File: src/rtl/ysyx_041461_pipe_ctrl.sv
// ysyx_041461_pipe_ctrl
// Central hazard and flow controller for the 5-stage core. Drives the
// enable (0 = hold) and flush (load a valid=0 bubble) controls of every
// pipeline register, sequences trap drain/redirect through a small FSM and
// runs a watchdog that flags an EXE register held for too long.
//
// Control contract with the pipeline registers: a register loads on a posedge
// only when its enable is 1; if its flush is also 1 it loads a NOP with
// valid=0 instead of the upstream stage. A flush with enable=0 has no effect
// and is never produced here.
//
// fsm_state and stall_cnt are debug outputs exposing the internal state.
module ysyx_041461_pipe_ctrl #(
  parameter int CNT_W         = 16,
  parameter int STALL_TIMEOUT = 1000
) (
  input  logic             clk,
  input  logic             rst,
  input  logic             ID_valid,
  input  logic [4:0]       ID_rs1,
  input  logic [4:0]       ID_rs2,
  input  logic             ID_rs1_used,
  input  logic             ID_rs2_used,
  input  logic             EXE_valid,
  input  logic [4:0]       EXE_rd,
  input  logic             EXE_is_load,
  input  logic             EXE_busy,
  input  logic             EXE_redirect,
  input  logic             MEM_busy,
  input  logic             trap_req,
  output logic             IFreg_enable,
  output logic             IDreg_enable,
  output logic             EXEreg_enable,
  output logic             MEMreg_enable,
  output logic             WBreg_enable,
  output logic             IDreg_flush,
  output logic             EXEreg_flush,
  output logic             MEMreg_flush,
  output logic             WBreg_flush,
  output logic             trap_redirect,
  output logic             stall_timeout,
  output logic [1:0]       fsm_state,
  output logic [CNT_W-1:0] stall_cnt
);

  typedef enum logic [1:0] {
    ST_RUN   = 2'd0,
    ST_DRAIN = 2'd1,
    ST_FLUSH = 2'd2
  } state_t;

  localparam logic [CNT_W-1:0] TIMEOUT_VAL = CNT_W'(STALL_TIMEOUT);

  state_t           state;
  state_t           state_next;
  logic             load_use;
  logic             rs1_hit;
  logic             rs2_hit;
  logic [CNT_W-1:0] cnt_next;

  // Load-use detection: a load in EXE whose result the ID instruction reads.
  // x0 is hardwired to zero, so a load targeting it never creates a hazard.
  always_comb begin
    rs1_hit  = ID_rs1_used && (ID_rs1 == EXE_rd);
    rs2_hit  = ID_rs2_used && (ID_rs2 == EXE_rd);
    load_use = ID_valid && EXE_valid && EXE_is_load && (EXE_rd != 5'd0) &&
               (rs1_hit || rs2_hit);
  end

  // FSM state register; reset aborts any trap sequence in progress.
  always_ff @(posedge clk or negedge rst) begin
    if (!rst) begin
      state <= ST_RUN;
    end else begin
      state <= state_next;
    end
  end

  // Next-state and pipeline control outputs; everything is low in reset.
  always_comb begin
    state_next    = state;
    IFreg_enable  = 1'b0;
    IDreg_enable  = 1'b0;
    EXEreg_enable = 1'b0;
    MEMreg_enable = 1'b0;
    WBreg_enable  = 1'b0;
    IDreg_flush   = 1'b0;
    EXEreg_flush  = 1'b0;
    MEMreg_flush  = 1'b0;
    WBreg_flush   = 1'b0;
    trap_redirect = 1'b0;
    if (rst) begin
      case (state)
        ST_RUN: begin
          if (trap_req) begin
            // Freeze everything; older instructions finish in DRAIN.
            state_next = ST_DRAIN;
          end else if (MEM_busy) begin
            // Whole pipe waits on memory; nothing moves, nothing is lost.
          end else if (EXE_busy) begin
            // Front end holds, EXE result not ready: bubble into MEM,
            // let WB retire what MEM already has.
            MEMreg_enable = 1'b1;
            MEMreg_flush  = 1'b1;
            WBreg_enable  = 1'b1;
          end else if (EXE_redirect) begin
            // Wrong-path instructions in IF and ID are squashed; the branch
            // itself proceeds to MEM.
            IFreg_enable  = 1'b1;
            IDreg_enable  = 1'b1;
            EXEreg_enable = 1'b1;
            MEMreg_enable = 1'b1;
            WBreg_enable  = 1'b1;
            IDreg_flush   = 1'b1;
            EXEreg_flush  = 1'b1;
          end else if (load_use) begin
            // Hold IF/ID one cycle, bubble behind the load.
            EXEreg_enable = 1'b1;
            EXEreg_flush  = 1'b1;
            MEMreg_enable = 1'b1;
            WBreg_enable  = 1'b1;
          end else begin
            IFreg_enable  = 1'b1;
            IDreg_enable  = 1'b1;
            EXEreg_enable = 1'b1;
            MEMreg_enable = 1'b1;
            WBreg_enable  = 1'b1;
          end
        end
        ST_DRAIN: begin
          // Wait for the outstanding memory access; new traps are ignored.
          if (!MEM_busy) begin
            state_next = ST_FLUSH;
          end
        end
        ST_FLUSH: begin
          // One cycle: bubble every register and steer PC to the vector.
          IFreg_enable  = 1'b1;
          IDreg_enable  = 1'b1;
          EXEreg_enable = 1'b1;
          MEMreg_enable = 1'b1;
          WBreg_enable  = 1'b1;
          IDreg_flush   = 1'b1;
          EXEreg_flush  = 1'b1;
          MEMreg_flush  = 1'b1;
          WBreg_flush   = 1'b1;
          trap_redirect = 1'b1;
          state_next    = ST_RUN;
        end
        default: begin
          state_next = ST_RUN;
        end
      endcase
    end
  end

  // Watchdog next value: cleared whenever EXE advances, else count and saturate.
  always_comb begin
    cnt_next = stall_cnt;
    if (EXEreg_enable) begin
      cnt_next = '0;
    end else if (stall_cnt != TIMEOUT_VAL) begin
      cnt_next = stall_cnt + 1'b1;
    end
  end

  // Watchdog registers; the timeout flag is sticky until reset.
  always_ff @(posedge clk or negedge rst) begin
    if (!rst) begin
      stall_cnt     <= '0;
      stall_timeout <= 1'b0;
    end else begin
      stall_cnt <= cnt_next;
      if (cnt_next == TIMEOUT_VAL) begin
        stall_timeout <= 1'b1;
      end
    end
  end

  assign fsm_state = state;

endmodule

File: config.mk
export PLATFORM = sky130hd
export DESIGN_NAME = ysyx_041461_pipe_ctrl
export DESIGN_NICKNAME = d
export VERILOG_FILES = /design/src/rtl/ysyx_041461_pipe_ctrl.sv
export SDC_FILE = /design/constraint.sdc
export NUM_CORES = 1
export LEC_CHECK = 0
export CAP_MARGIN = 25
export CORE_ASPECT_RATIO = 1.2
export CORE_MARGIN = 2
export CORE_UTILIZATION = 67
export CTS_CLUSTER_DIAMETER = 120
export DETAILED_ROUTE_END_ITERATION = 10
export DONT_BUFFER_PORTS = 1
export GPL_TIMING_DRIVEN = 0
export PLACE_DENSITY = 0.83
export SETUP_SLACK_MARGIN = 0.3
export SYNTH_ARGS = -nofsm -noshare
export SYNTH_HDL_FRONTEND = slang
export SYNTH_SLANG_ARGS = --single-unit
File: constraint.sdc
create_clock -name clk -period 3.5 [get_ports clk]
set_input_delay 0.525 -clock clk [delete_from_list [all_inputs] [get_ports clk]]
set_output_delay 0.525 -clock clk [all_outputs]
set_load 0.01 [all_outputs]
==> results.md <==
* **result of the run** completed
* **wire length of the first global-routing pass** 4750 um
* **switching fraction of total power** 44.2%
* **synthesized flop and latch total** 19
* **cell area after technology mapping** 1330 um^2
* **number of placed I/O pins** 55
* **Clk Tree Root Cell** sky130_fd_sc_hd__clkbuf_4
* **Crit path largest cell delay** 470 ps
* **post-route cell area** 1390 um^2
* **chip width** 44.7 um
* **Critical Path Source Type** flip-flop
* **detailed-routed wire length on met3** 237 um
* **worst endpoint data arrival time** 1950 ps
* **measured slew at the worst slew-check pin** 838 ps
* **simple logic cell fraction of the synthesized area** 32.2%
* **sum of buffers and inverters on the critical path** 2
* **worst ir drop on vdd** 0.430 mV
* **count of buffers from port buffering** 0
* **overall fraction of global-route tracks in use** 28.2%
* **max-slew violation count** 0
* **Site Rows** 17
* **number of design rule violations left after detail routing** 0
* **Clock Sinks** 19
* **worst path required time** 2970 ps
* **worst setup skew after layout** 2.35 ps
* **portion of total power attributed to the clock network** 15.4%
* **CP Class** reg -> out
* **insertion delay to the later sink of the worst-skew pair** 310 ps
* **cell with the largest stage delay on the worst path** sky130_fd_sc_hd__clkbuf_1
* **worst hold path type** in -> reg
* **unrepaired setup endpoints after global routing** no
* **WHS** 299 ps
* **combinational share of power** 36.3%
* **Min Clock Period, post-route** 2470 ps
* **Routed WL** 2980 um
* **Resize count post-CTS** 0
* **number of cells produced by synthesis** 153
* **Final Instance Count excl. Fillers** 177
* **highest metal layer used by the detailed router** met4
* **maximum clock path buffer count** 2
* **Period Utilization, post-route** 70.7%
* **number of global-route vias before repair** 1094
* **number of vias after detailed routing** 1153
* **number of iterations in the first detailed-routing pass** 4
* **maximum fanout along the worst path** 10
* **largest net degree at the start of global routing** 20
* **switching power summed over all nets** 0.000322 W
* **initial drt markers** 18
* **count of H-tree levels built during CTS** 1
* **share of the synthesized netlist area taken by xor and xnor gates** 15.8%
* **half-perimeter wire length after placement** 2200 um
* **maximum operating frequency** 404 MHz
* **number of nets with antenna violations after detailed routing** 0
* **final hold violation count** 0
* **Rel. slew slack** 43.9%
* **routed length per instance** 16.8 um
* **crit path capture type** output pin
* **number of library cell types mapped by synthesis** 36
* **Synthesis Warnings** 0
* **internal power** 0.000407 W
* **remaining global-route overflow** 0
* **number of buffers inserted during clock tree synthesis** 3
* **total number of nets in the final design** 187
* **total power per unit cell area** 523 nW/um^2
* **met2 routed wirelength** 1530 um
* **CTS clock-pin slew for the worst setup and hold paths** 100 ps
* **die height** 52.9 um
* **TritonCTS clock tree** done
* **Metal-1 WL** 1140 um
* **number of maximum-capacitance constraint violations** 0
* **relative area change from synthesis to final layout** 4.60%
* **relative contribution of sequential cells to total power** 48.3%
* **GP Congestion** 0.857
* **cell area reported after detailed placement** 1360 um^2
* **arithmetic-cell share of the synthesized area counting full adders, half adders and majority gates** 1.88%
* **share of post-route cells with drive strength above 1** 12.0%
* **starting utilization of the core area** 72.0%
* **average via count per standard cell** 6.51
* **placed cells** 172
* **count of final setup violators** 0
* **post-synthesis compound-gate area fraction** 9.20%
* **Fin Setup TNS** 0 ps
* **sequential element share of the synthesized area** 35.7%
* **antenna diode count** 0
* **cell class contributing the biggest share of worst-path delay** buffers and inverters
* **die area** 2360 um^2
* **Leakage Power** 0.595 nW
* **core region area** 1850 um^2
* **average cell area after synthesis** 8.71 um^2
* **combinational family with the most area after synthesis** simple AND/OR/NAND/NOR gates
* **Post CTS Setup Buffer Count** 0
* **nets in the synthesized netlist** 181
* **share of synthesized area spent on multiplexers** 0%
* **cells along the critical path** inv_1 -> nand2_1 -> nor2_2 -> clkbuf_1
* **initial antenna violation count** 0
[path summary, 6_finish.rpt]
check                                          startpoint                   endpoint  slack [ps]  cells after the start
max in group asynchronous                             rst    stall_cnt[11]$_DFF_PN0_        2230                      1
worst min register to register  stall_timeout$_DFFE_PN0N_  stall_timeout$_DFFE_PN0N_         550                      1
worst max register to register     stall_cnt[1]$_DFF_PN0_  stall_timeout$_DFFE_PN0N_        1450                      7
min in group asynchronous                             rst     stall_cnt[0]$_DFF_PN0_         750                      1
worst min-delay path                                  rst   fsm_state[0]$_DFFE_PN0P_         300                      1
worst max-delay path             fsm_state[0]$_DFFE_PN0P_              EXEreg_enable        1030                      4
[synth_stat cells]
master | instances | area [um^2]
sky130_fd_sc_hd__o2111ai_1 | 1 | 8.76
sky130_fd_sc_hd__clkbuf_2 | 1 | 5.00
sky130_fd_sc_hd__and3_1 | 2 | 12.5
sky130_fd_sc_hd__ha_1 | 2 | 25.0
sky130_fd_sc_hd__nor4_1 | 3 | 18.8
sky130_fd_sc_hd__dfrtp_1 | 19 | 475
sky130_fd_sc_hd__nor2b_1 | 1 | 6.26
sky130_fd_sc_hd__xnor2_1 | 12 | 105
sky130_fd_sc_hd__a2111oi_0 | 1 | 8.76
sky130_fd_sc_hd__nand2_1 | 5 | 18.8
sky130_fd_sc_hd__buf_4 | 3 | 22.5
sky130_fd_sc_hd__a31oi_1 | 1 | 6.26
sky130_fd_sc_hd__o21ai_0 | 3 | 15.0
sky130_fd_sc_hd__nor2_1 | 26 | 97.6
sky130_fd_sc_hd__inv_1 | 8 | 30.0
sky130_fd_sc_hd__nand4_1 | 4 | 25.0
sky130_fd_sc_hd__and3b_1 | 1 | 8.76
sky130_fd_sc_hd__nor3_1 | 5 | 25.0
sky130_fd_sc_hd__nand3_1 | 9 | 45.0
sky130_fd_sc_hd__xor2_1 | 12 | 105
sky130_fd_sc_hd__or4_1 | 1 | 7.51
sky130_fd_sc_hd__nor2_2 | 4 | 25.0
sky130_fd_sc_hd__nand4_2 | 2 | 25.0
sky130_fd_sc_hd__clkbuf_1 | 2 | 7.51
sky130_fd_sc_hd__o22ai_1 | 2 | 12.5
sky130_fd_sc_hd__o31ai_1 | 1 | 7.51
sky130_fd_sc_hd__nor4_2 | 2 | 25.0
sky130_fd_sc_hd__and4_1 | 1 | 8.76
sky130_fd_sc_hd__a211o_1 | 1 | 8.76
sky130_fd_sc_hd__a41o_1 | 1 | 10.0
sky130_fd_sc_hd__buf_2 | 1 | 5.00
sky130_fd_sc_hd__nand3_4 | 1 | 17.5
sky130_fd_sc_hd__nor3b_1 | 2 | 15.0
sky130_fd_sc_hd__nor4b_1 | 3 | 26.3
sky130_fd_sc_hd__a21oi_1 | 9 | 45.0
sky130_fd_sc_hd__nor4_4 | 1 | 21.3
[metal layers]
layer	up-vias	track usage (%)
met5	-	0
met1	547	30.3
li1	549	-
met3	7	6.83
met4	0	15.7
met2	50	49.5
[flip-flops by register name (all words and copies together) (netlist names)]
register and count:
fsm_state 2, stall_cnt 16, stall_timeout 1
[worst register-to-register path, cell delays in order (launching register included)]
cell                        delay, ps
sky130_fd_sc_hd__dfrtp_1          520
sky130_fd_sc_hd__ha_1             310
sky130_fd_sc_hd__nand3_4          150
sky130_fd_sc_hd__a2111oi_0        460
sky130_fd_sc_hd__nor2_1            90
sky130_fd_sc_hd__o22ai_1          130
sky130_fd_sc_hd__and3b_1          180
sky130_fd_sc_hd__a41o_1           170
[stage by stage]
step | setup WS, ps | total power, W | utilization [%]
floorplan | 1180 | 0.000553 | -
global placement | 1090 | 0.000599 | 73.3
detailed placement | 1100 | 0.000611 | 73.3
CTS | 1010 | 0.000732 | 75.3
global route | 827 | 0.000785 | 75.3
finish | 1030 | 0.000729 | 75.3
[cell type report]
type                       count  area, um^2
sequential                    19         475
buffer                         7        40.0
fill                         140         457
inverter                       8        30.0
tap                           19        23.8
multi-input combinational    119         787
clock buffer                   3        22.5
clock inverter                 1        5.00
timing repair buffer           1        10.0
[cell usage in the layout (no fill, tap or decap), types with 3 or more instances in the layout]
cell type | synthesis | routed
sky130_fd_sc_hd__nand4_1 | 4 | 4
sky130_fd_sc_hd__a21oi_1 | 9 | 9
sky130_fd_sc_hd__nor3_1 | 5 | 5
sky130_fd_sc_hd__clkbuf_4 | 0 | 3
sky130_fd_sc_hd__nand2_1 | 5 | 5
sky130_fd_sc_hd__nor2_1 | 26 | 26
sky130_fd_sc_hd__buf_4 | 3 | 3
sky130_fd_sc_hd__xor2_1 | 12 | 12
sky130_fd_sc_hd__dfrtp_1 | 19 | 19
sky130_fd_sc_hd__nand3_1 | 9 | 9
sky130_fd_sc_hd__nor4_1 | 3 | 3
sky130_fd_sc_hd__nor4b_1 | 3 | 3
sky130_fd_sc_hd__nor2_2 | 4 | 4
sky130_fd_sc_hd__xnor2_1 | 12 | 12
sky130_fd_sc_hd__o21ai_0 | 3 | 3
sky130_fd_sc_hd__inv_1 | 8 | 8
[logic make-up (layout without fill, tap and decap cells)]
kind of cell	count (synthesis)	after routing
DFF	19	19
and+or+nand+nor	73	73
AOI/OAI and AO/OA	20	20
buffers and inverters	15	20
adders and majority gates	2	2
xor gates and xnor gates	24	24
[power by group through the flow]
stage | combinational, W | sequential [W] | clock, W
floorplan | 0.000214 | 0.000339 | 0
global placement | 0.000244 | 0.000355 | 0
detailed placement | 0.000255 | 0.000356 | 0
CTS | 0.000263 | 0.000353 | 0.000117
global route | 0.000298 | 0.000359 | 0.000127
finish | 0.000265 | 0.000352 | 0.000113
[repair_timing]
| item | CTS | global route |
|---|---|---|
| endpoints found under the setup margin | 0 | 0 |
| endpoints found under the hold margin | 19 | 0 |
| hold buffers | 1 | 0 |
(Power assumes the default switching activity.)
